<file path="src/rtl/gray_binary_conv_arbiter.sv">
// Two-requester round-robin front end for a shared bit-serial Gray-to-binary engine.
// Accepts one Gray word and resolves one binary bit per clock, MSB first, then holds the result for the consumer.
module gray_binary_conv_arbiter #(
    parameter int WIDTH = 4,
    parameter int CW    = $clog2(WIDTH)
) (
    input  logic             clk,
    input  logic             rst_n,
    input  logic             req0_valid,
    input  logic [WIDTH-1:0] req0_gray,
    output logic             req0_ready,
    input  logic             req1_valid,
    input  logic [WIDTH-1:0] req1_gray,
    output logic             req1_ready,
    output logic             out_valid,
    output logic [WIDTH-1:0] out_bin,
    output logic             out_id,
    input  logic             out_ready,
    output logic             busy
);

    typedef enum logic [1:0] {
        IDLE,
        CONV,
        DONE
    } state_t;

    state_t           state;
    logic             ptr;
    logic [WIDTH-1:0] gray_reg;
    logic [CW-1:0]    cnt;
    logic             prev_bit;
    logic             grant1;
    logic             accept;
    logic             next_bit;

    // req1 wins when it is the only requester or when the pointer favours it
    always_comb begin
        grant1   = req1_valid && (!req0_valid || ptr);
        accept   = req0_ready || req1_ready;
        next_bit = prev_bit ^ gray_reg[cnt];
    end

    assign req0_ready = rst_n && (state == IDLE) && req0_valid && !grant1;
    assign req1_ready = rst_n && (state == IDLE) && grant1;
    assign out_valid  = (state == DONE);
    assign busy       = (state != IDLE);

    // prev_bit carries the last resolved binary bit; clearing it on acceptance makes the MSB a plain copy
    always_ff @(posedge clk or negedge rst_n) begin
        if (!rst_n) begin
            state    <= IDLE;
            ptr      <= 1'b0;
            gray_reg <= '0;
            out_bin  <= '0;
            out_id   <= 1'b0;
            cnt      <= '0;
            prev_bit <= 1'b0;
        end else begin
            case (state)
                IDLE: begin
                    if (accept) begin
                        gray_reg <= grant1 ? req1_gray : req0_gray;
                        out_id   <= grant1;
                        out_bin  <= '0;
                        cnt      <= CW'(WIDTH - 1);
                        prev_bit <= 1'b0;
                        ptr      <= ~grant1;
                        state    <= CONV;
                    end
                end
                CONV: begin
                    out_bin[cnt] <= next_bit;
                    prev_bit     <= next_bit;
                    if (cnt == '0) begin
                        state <= DONE;
                    end else begin
                        cnt <= cnt - 1'b1;
                    end
                end
                DONE: begin
                    if (out_ready) begin
                        state <= IDLE;
                    end
                end
                default: state <= IDLE;
            endcase
        end
    end

endmodule
</file>
<file path="config.mk">
export PLATFORM = sky130hd
export DESIGN_NAME = gray_binary_conv_arbiter
export DESIGN_NICKNAME = d
export VERILOG_FILES = /design/src/rtl/gray_binary_conv_arbiter.sv
export SDC_FILE = /design/constraint.sdc
export NUM_CORES = 1
export LEC_CHECK = 0
export ABC_AREA = 1
export CAP_MARGIN = 20
export CORE_ASPECT_RATIO = 0.75
export CORE_MARGIN = 2
export CORE_UTILIZATION = 51
export CTS_CLUSTER_SIZE = 30
export DETAILED_ROUTE_END_ITERATION = 16
export MAX_ROUTING_LAYER = met4
export PLACE_DENSITY_LB_ADDON = 0.25
export RECOVER_POWER = 100
export SYNTH_ARGS = -nofsm -noshare
export SYNTH_HDL_FRONTEND = slang
export SYNTH_SLANG_ARGS = --single-unit
export TNS_END_PERCENT = 50
</file>
<file path="constraint.sdc">
create_clock -name clk -period 1.9 [get_ports clk]
set_input_delay 0.38 -clock clk [delete_from_list [all_inputs] [get_ports clk]]
set_output_delay 0.38 -clock clk [all_outputs]
set_load 0.05 [all_outputs]
</file>
**Word level (Yosys, flattened, before mapping)**

Index checks and enable logic that the tools add are counted.

- Flip-flop bits (word level): 15
- Input port bits: 13
- Output and inout port bits: 9
- Word-level logic and storage cells: 53

- $add $sub $neg: 1
- Magnitude comparators: 2
- Eq/ne operators: 6
- Mux-type cells: 17
- Bitwise logic cells: 2
- Reduce and logical (&&, ||, !) cells: 18

Operators with widths:

| cell | number |
|---|---|
| $mux W2 | 5 |
| $mux W4 | 2 |
| $pmux W4 S2 | 1 |
| $logic_and A1 B1 Y1 | 6 |
| $ne A2 B2 Y1 const B | 3 |
| $pmux W2 S3 | 1 |
| $reduce_and A3 Y1 | 2 |
| $bwmux W4 | 1 |
| $logic_not A2 Y1 | 2 |
| $pmux W2 S2 | 1 |
| $reduce_and A2 Y1 | 2 |
| $reduce_bool A2 Y1 | 2 |
| $lt A2 B3 Y1 const B | 1 |
| $mux W1 | 3 |
| $bmux W1 S2 | 1 |
| $demux W1 S2 | 1 |
| $eq A2 B1 Y1 const B | 1 |
| $eq A2 B2 Y1 const B | 1 |
| $ge A2 B1 Y1 const B | 1 |
| $logic_not A1 Y1 | 2 |
| $logic_or A1 B1 Y1 | 2 |
| $ne A2 B1 Y1 const B | 1 |
| $pmux W1 S2 | 1 |
| $sub A2 B1 Y2 const B | 1 |
| other kinds (2) | 2 |

**Longest topological paths before layout**

- Word-level depth: 8
- Gate-level depth with buffers: 8
- Mapped depth without buffers: 8

**Worst setup path after synthesis**

OpenSTA, ideal clock, no wires.

- Kind: reg-to-output
- From: register state[0]
- To: output port req0_ready
- Arrival time: 1.272 ns
- Required time: 1.520 ns
- Path slack: 0.248 ns
- Stages on the path, launching flop included: 6
- Buffers on the path: 0
- Cells stage by stage: dfrtp_1 inv_2 nand2_4 nor2_8 nand2_4 nor2_2

- Cells in the longest elaborated chain, start to end: 4

Ends and longest elaborated chain:

| item | RTL line | text |
|---|---|---|
| start, declared | 28 | `state_t state;` |
| start signal, assigned | 52 | `state <= IDLE;` |
| start signal, assigned | 69 | `state <= CONV;` |
| start signal, assigned | 76 | `state <= DONE;` |
| $logic_not A2 Y1 | 44 | `assign req0_ready = rst_n && (state == IDLE) && req0_valid && !grant1;` |
| $logic_and A1 B1 Y1 (3 in series) | 44 |  |
| end, declared | 11 | `output logic req0_ready,` |

Every way passes these cells.

**Worst setup path in the final report**

- From: input port rst_n
- To: output port req0_ready

- Cells in the longest elaborated chain, start to end: 3

Ends and longest elaborated chain:

| item | RTL line | text |
|---|---|---|
| start, declared | 8 | `input logic rst_n,` |
| $logic_and A1 B1 Y1 (3 in series) | 44 |  |

Every way passes these cells.

==> impl_metrics.xml <==
<?xml version="1.0" encoding="UTF-8"?>
<metrics>
  <group name="synth">
    <metric name="yosys_register_bits" unit="">15</metric>
    <metric name="post_synth_instance_area" unit="um^2">898</metric>
    <metric name="synth_warnings" unit="">0</metric>
    <metric name="synth_nets" unit="">121</metric>
    <metric name="postSynthCellCount" unit="">104</metric>
    <metric name="synthesis.area_per_instance" unit="um^2">8.64</metric>
    <metric name="largest_area_contributor_in_the_netlist" unit="">sky130_fd_sc_hd__dfrtp_1</metric>
    <metric name="synthDistinctLibCells" unit="">20</metric>
    <metric name="synth_largest_type_area_fraction" unit="">0.418</metric>
    <metric name="synth.area.top_cells" unit="">sky130_fd_sc_hd__dfrtp_1, sky130_fd_sc_hd__nand2_1, sky130_fd_sc_hd__ha_1, sky130_fd_sc_hd__nand2_4, sky130_fd_sc_hd__nor2_4</metric>
    <metric name="seq_area_frac_synth" unit="">0.418</metric>
  </group>
  <group name="grt">
    <metric name="vias_in_the_first_global_route" unit="">668</metric>
    <metric name="grt_util_all_layers" unit="">0.202</metric>
    <metric name="grt.overflow.total" unit="">0</metric>
    <metric name="grt_pass1_wl" unit="um">2810</metric>
    <metric name="maximum_number_of_pins_on_one_net_before_global_route_repair" unit="">16</metric>
    <metric name="antenna_found_initial" unit="">0</metric>
  </group>
  <group name="sta">
    <metric name="max-slew-margin-rel" unit="">0.472</metric>
    <metric name="setup_tns" unit="ns">0</metric>
    <metric name="final_period_minus_worst_setup_slack" unit="ns">1.83</metric>
    <metric name="tightestPinTransition" unit="ns">0.792</metric>
    <metric name="clock.fmax" unit="GHz">0.545</metric>
    <metric name="final.period_utilization" unit="">0.965</metric>
    <metric name="unrepaired_setup_endpoints_after_global_routing" unit="">false</metric>
    <metric name="report.final.slew_viol_count" unit="">0</metric>
    <metric name="clock_skew" unit="ns">0.00173</metric>
    <metric name="timing.final.hold_violations" unit="">0</metric>
    <metric name="setup-violations-final" unit="">0</metric>
  </group>
  <group name="hold_path">
    <metric name="holdCritStartpoint" unit="">out_bin[2]$_DFFE_PN0P_</metric>
    <metric name="min_delay_path_depth" unit="">2</metric>
    <metric name="whs_endpoint" unit="">out_bin[2]$_DFFE_PN0P_</metric>
    <metric name="hold_class" unit="">register to register</metric>
  </group>
  <group name="floorplanning">
    <metric name="floorplan.io_pins" unit="">22</metric>
    <metric name="core.rowCount" unit="">13</metric>
    <metric name="fp.dieH" unit="um">40.3</metric>
    <metric name="dieArea" unit="mm^2">0.00212</metric>
    <metric name="floorplan.initialDensity" unit="">0.531</metric>
    <metric name="fp.dieW" unit="um">52.5</metric>
    <metric name="design.core.area" unit="mm^2">0.00169</metric>
  </group>
  <group name="power">
    <metric name="p_leak" unit="nW">0.605</metric>
    <metric name="power.sequential.fraction" unit="">0.306</metric>
    <metric name="switching_power" unit="uW">925</metric>
    <metric name="clock_power_share" unit="">0.097</metric>
    <metric name="p_int" unit="uW">904</metric>
    <metric name="ir_worst_vdd" unit="uV">1010</metric>
    <metric name="power.share.switching" unit="">0.506</metric>
    <metric name="cellPowerDensity" unit="mW/mm^2">1610</metric>
    <metric name="power.combinational.fraction" unit="">0.598</metric>
  </group>
  <group name="route">
    <metric name="wl" unit="um">1750</metric>
    <metric name="routed_wire_length_per_instance" unit="um">11.3</metric>
    <metric name="wl_on_met1" unit="um">774</metric>
    <metric name="route.vias.total" unit="">755</metric>
    <metric name="initialDrtViolationCount" unit="">22</metric>
    <metric name="post-route-drc-count" unit="">0</metric>
    <metric name="dr_pass1_iterations" unit="">4</metric>
    <metric name="wl_met3" unit="um">124</metric>
    <metric name="antenna_nets_post_route" unit="">0</metric>
    <metric name="vias_per_cell" unit="">4.87</metric>
    <metric name="top_layer_reached_by_signal_wires" unit="">met4</metric>
    <metric name="detailroute.wirelength.met2" unit="um">831</metric>
  </group>
  <group name="cells_and_area">
    <metric name="n_antenna_cell" unit="">0</metric>
    <metric name="area_growth" unit="%">26.5</metric>
    <metric name="nets" unit="">151</metric>
    <metric name="non_filler_instance_count_after_layout" unit="">155</metric>
    <metric name="fillers" unit="">149</metric>
    <metric name="drive_above_1_share" unit="">0.218</metric>
  </group>
  <group name="clock_network">
    <metric name="cts_hold_buf" unit="">0</metric>
    <metric name="numClockSinks" unit="">15</metric>
    <metric name="numCtsBuffers" unit="">3</metric>
    <metric name="tritoncts" unit="">yes</metric>
    <metric name="cts.htree.levels" unit="">1</metric>
    <metric name="cts_root_buffer" unit="">sky130_fd_sc_hd__clkbuf_4</metric>
    <metric name="cts.path.max_buffers" unit="">2</metric>
    <metric name="post-cts-setup-buffer-count" unit="">0</metric>
    <metric name="cts_resized" unit="">0</metric>
    <metric name="clock_latency" unit="ns">0.28</metric>
    <metric name="cts.clk_slew.worst_paths" unit="ns">0.08</metric>
  </group>
  <group name="critical_path">
    <metric name="timing.critical_path.depth" unit="">6</metric>
    <metric name="worst-r2r-setup-slack" unit="ns">0.35</metric>
    <metric name="critPathLaunchType" unit="">primary input</metric>
    <metric name="crit_slowest_cell" unit="">sky130_fd_sc_hd__clkdlybuf4s50_1</metric>
    <metric name="end_kind" unit="">primary output</metric>
    <metric name="timing.critical_path.required" unit="ns">1.52</metric>
    <metric name="max_stage_delay" unit="ns">0.48</metric>
    <metric name="path_delay_family" unit="">buffers and inverters</metric>
    <metric name="startpoint_of_the_lowest_slack_register_to_register_path" unit="">state[0]$_DFFE_PN0P_</metric>
    <metric name="cp.arrival" unit="ns">1.45</metric>
    <metric name="timing.critical_path.cells" unit="">clkdlybuf4s50_1 &gt; inv_2 &gt; nor2_8 &gt; nand2_4 &gt; nor2_2 &gt; clkbuf_4</metric>
    <metric name="timing.reg2reg.worst_path_depth" unit="">8</metric>
    <metric name="critPathBufInv" unit="">3</metric>
    <metric name="r2r_end" unit="">cnt[1]$_DFFE_PN0P_</metric>
    <metric name="critical_path_class" unit="">primary input to primary output</metric>
    <metric name="crit_path_max_fanout" unit="">2</metric>
  </group>
  <group name="run">
    <metric name="maxCapViolCount" unit="">0</metric>
  </group>
  <group name="placed_design">
    <metric name="dp.cells" unit="">151</metric>
    <metric name="finalWeightedCongestion" unit="">0.873</metric>
    <metric name="detailed_place_hpwl" unit="um">1440</metric>
    <metric name="numPortBuffers" unit="">21</metric>
  </group>
  <group name="outcome">
    <metric name="run_status" unit="">finished clean</metric>
  </group>
</metrics>
## through the flow
| step | power (mW) | worst slack (ns) | utilization | instance area (um^2) | hold slack [ns] |
|---|---|---|---|---|---|
| after floorplan | 1.44 | 0.248 | - | 898 | 0.0844 |
| after global placement | 1.71 | 0.0924 | 0.695 | 1180 | 0.460 |
| after detailed placement | 1.76 | 0.0722 | 0.695 | 1180 | 0.469 |
| after CTS | 1.94 | 0.0667 | 0.711 | 1200 | 0.452 |
| after global routing | 1.98 | 0.0160 | 0.672 | 1140 | 0.511 |
| final | 1.83 | 0.0666 | 0.672 | 1140 | 0.485 |
## logic make-up (layout without fill, tap and decap cells)
kind of cell / Yosys count / count (layout) / share of synthesized area
flip-flops: 15 / 15 / 0.418
AO/OA/AOI/OAI: 9 / 9 / 0.0752
adder cells (fa/ha/maj): 4 / 4 / 0.0557
buffers and inverters: 16 / 45 / 0.0669
AND/OR/NAND/NOR: 60 / 60 / 0.384
## cell type report
cell class,instances,area [um^2],share of cell area
Tap cell,22,27.5,0.0242
Timing Repair Buffer,25,204,0.180
Multi-Input combinational cell,73,443,0.390
Sequential cell,15,375,0.330
Inverter,16,60.1,0.0529
Clock buffer,4,26.3,0.0231
## power by group through the flow
stage | clock, mW | sequential (mW) | combinational [mW]
after floorplan | 0 | 0.672 | 0.764
after global placement | 0 | 0.560 | 1.15
after detailed placement | 0 | 0.563 | 1.19
after CTS | 0.185 | 0.558 | 1.19
after global routing | 0.202 | 0.578 | 1.20
final | 0.177 | 0.559 | 1.09
## how the worst max path moves through the flow
stage	start	to	slack, ns
floorplan	state[0]$_DFFE_PN0P_	req0_ready	0.25
finish	rst_n	req0_ready	0.07
CTS	out_bin[3]$_DFFE_PN0P_	out_bin[3]	0.07
detailed placement	rst_n	req0_ready	0.07
global route	rst_n	req0_ready	0.02
global placement	rst_n	req0_ready	0.09
## synthesized netlist by cell type, drive strengths merged
cell type  instances
dfrtp             15
nand3              7
inv               16
o211ai             4
nand2             38
a21oi              2
or2                7
a21boi             1
o21ai              1
ha                 4
o31ai              1
nor2               8
## cells in the final DEF (no fill, tap or decap), types with 3 or more instances in the layout
master and instances:
sky130_fd_sc_hd__dfrtp_1 15, sky130_fd_sc_hd__or2_1 7, sky130_fd_sc_hd__clkdlybuf4s50_1 15, sky130_fd_sc_hd__nor2_1 3, sky130_fd_sc_hd__nor2_4 3, sky130_fd_sc_hd__clkbuf_1 6
sky130_fd_sc_hd__o211ai_1 4, sky130_fd_sc_hd__clkbuf_4 4, sky130_fd_sc_hd__inv_2 9, sky130_fd_sc_hd__nand3_1 7, sky130_fd_sc_hd__nand2_4 4, sky130_fd_sc_hd__buf_4 3
sky130_fd_sc_hd__inv_1 7, sky130_fd_sc_hd__nand2_1 33, sky130_fd_sc_hd__ha_1 4
## layer usage
layer / vias up / GRT usage
met3: 2 / 0.0821
li1: 381 / -
met4: 0 / 0.0833
met5: - / -
met1: 348 / 0.224
met2: 24 / 0.331
## worst reg2reg max path: stages (launching register included)
cell,delay [ns]
sky130_fd_sc_hd__dfrtp_1,0.42
sky130_fd_sc_hd__inv_2,0.07
sky130_fd_sc_hd__nand2_4,0.09
sky130_fd_sc_hd__nor2_8,0.05
sky130_fd_sc_hd__nand2_4,0.06
sky130_fd_sc_hd__clkbuf_1,0.22
sky130_fd_sc_hd__nand2_4,0.11
sky130_fd_sc_hd__nor2_1,0.31
sky130_fd_sc_hd__a21boi_2,0.10
(Power assumes the default switching activity.)
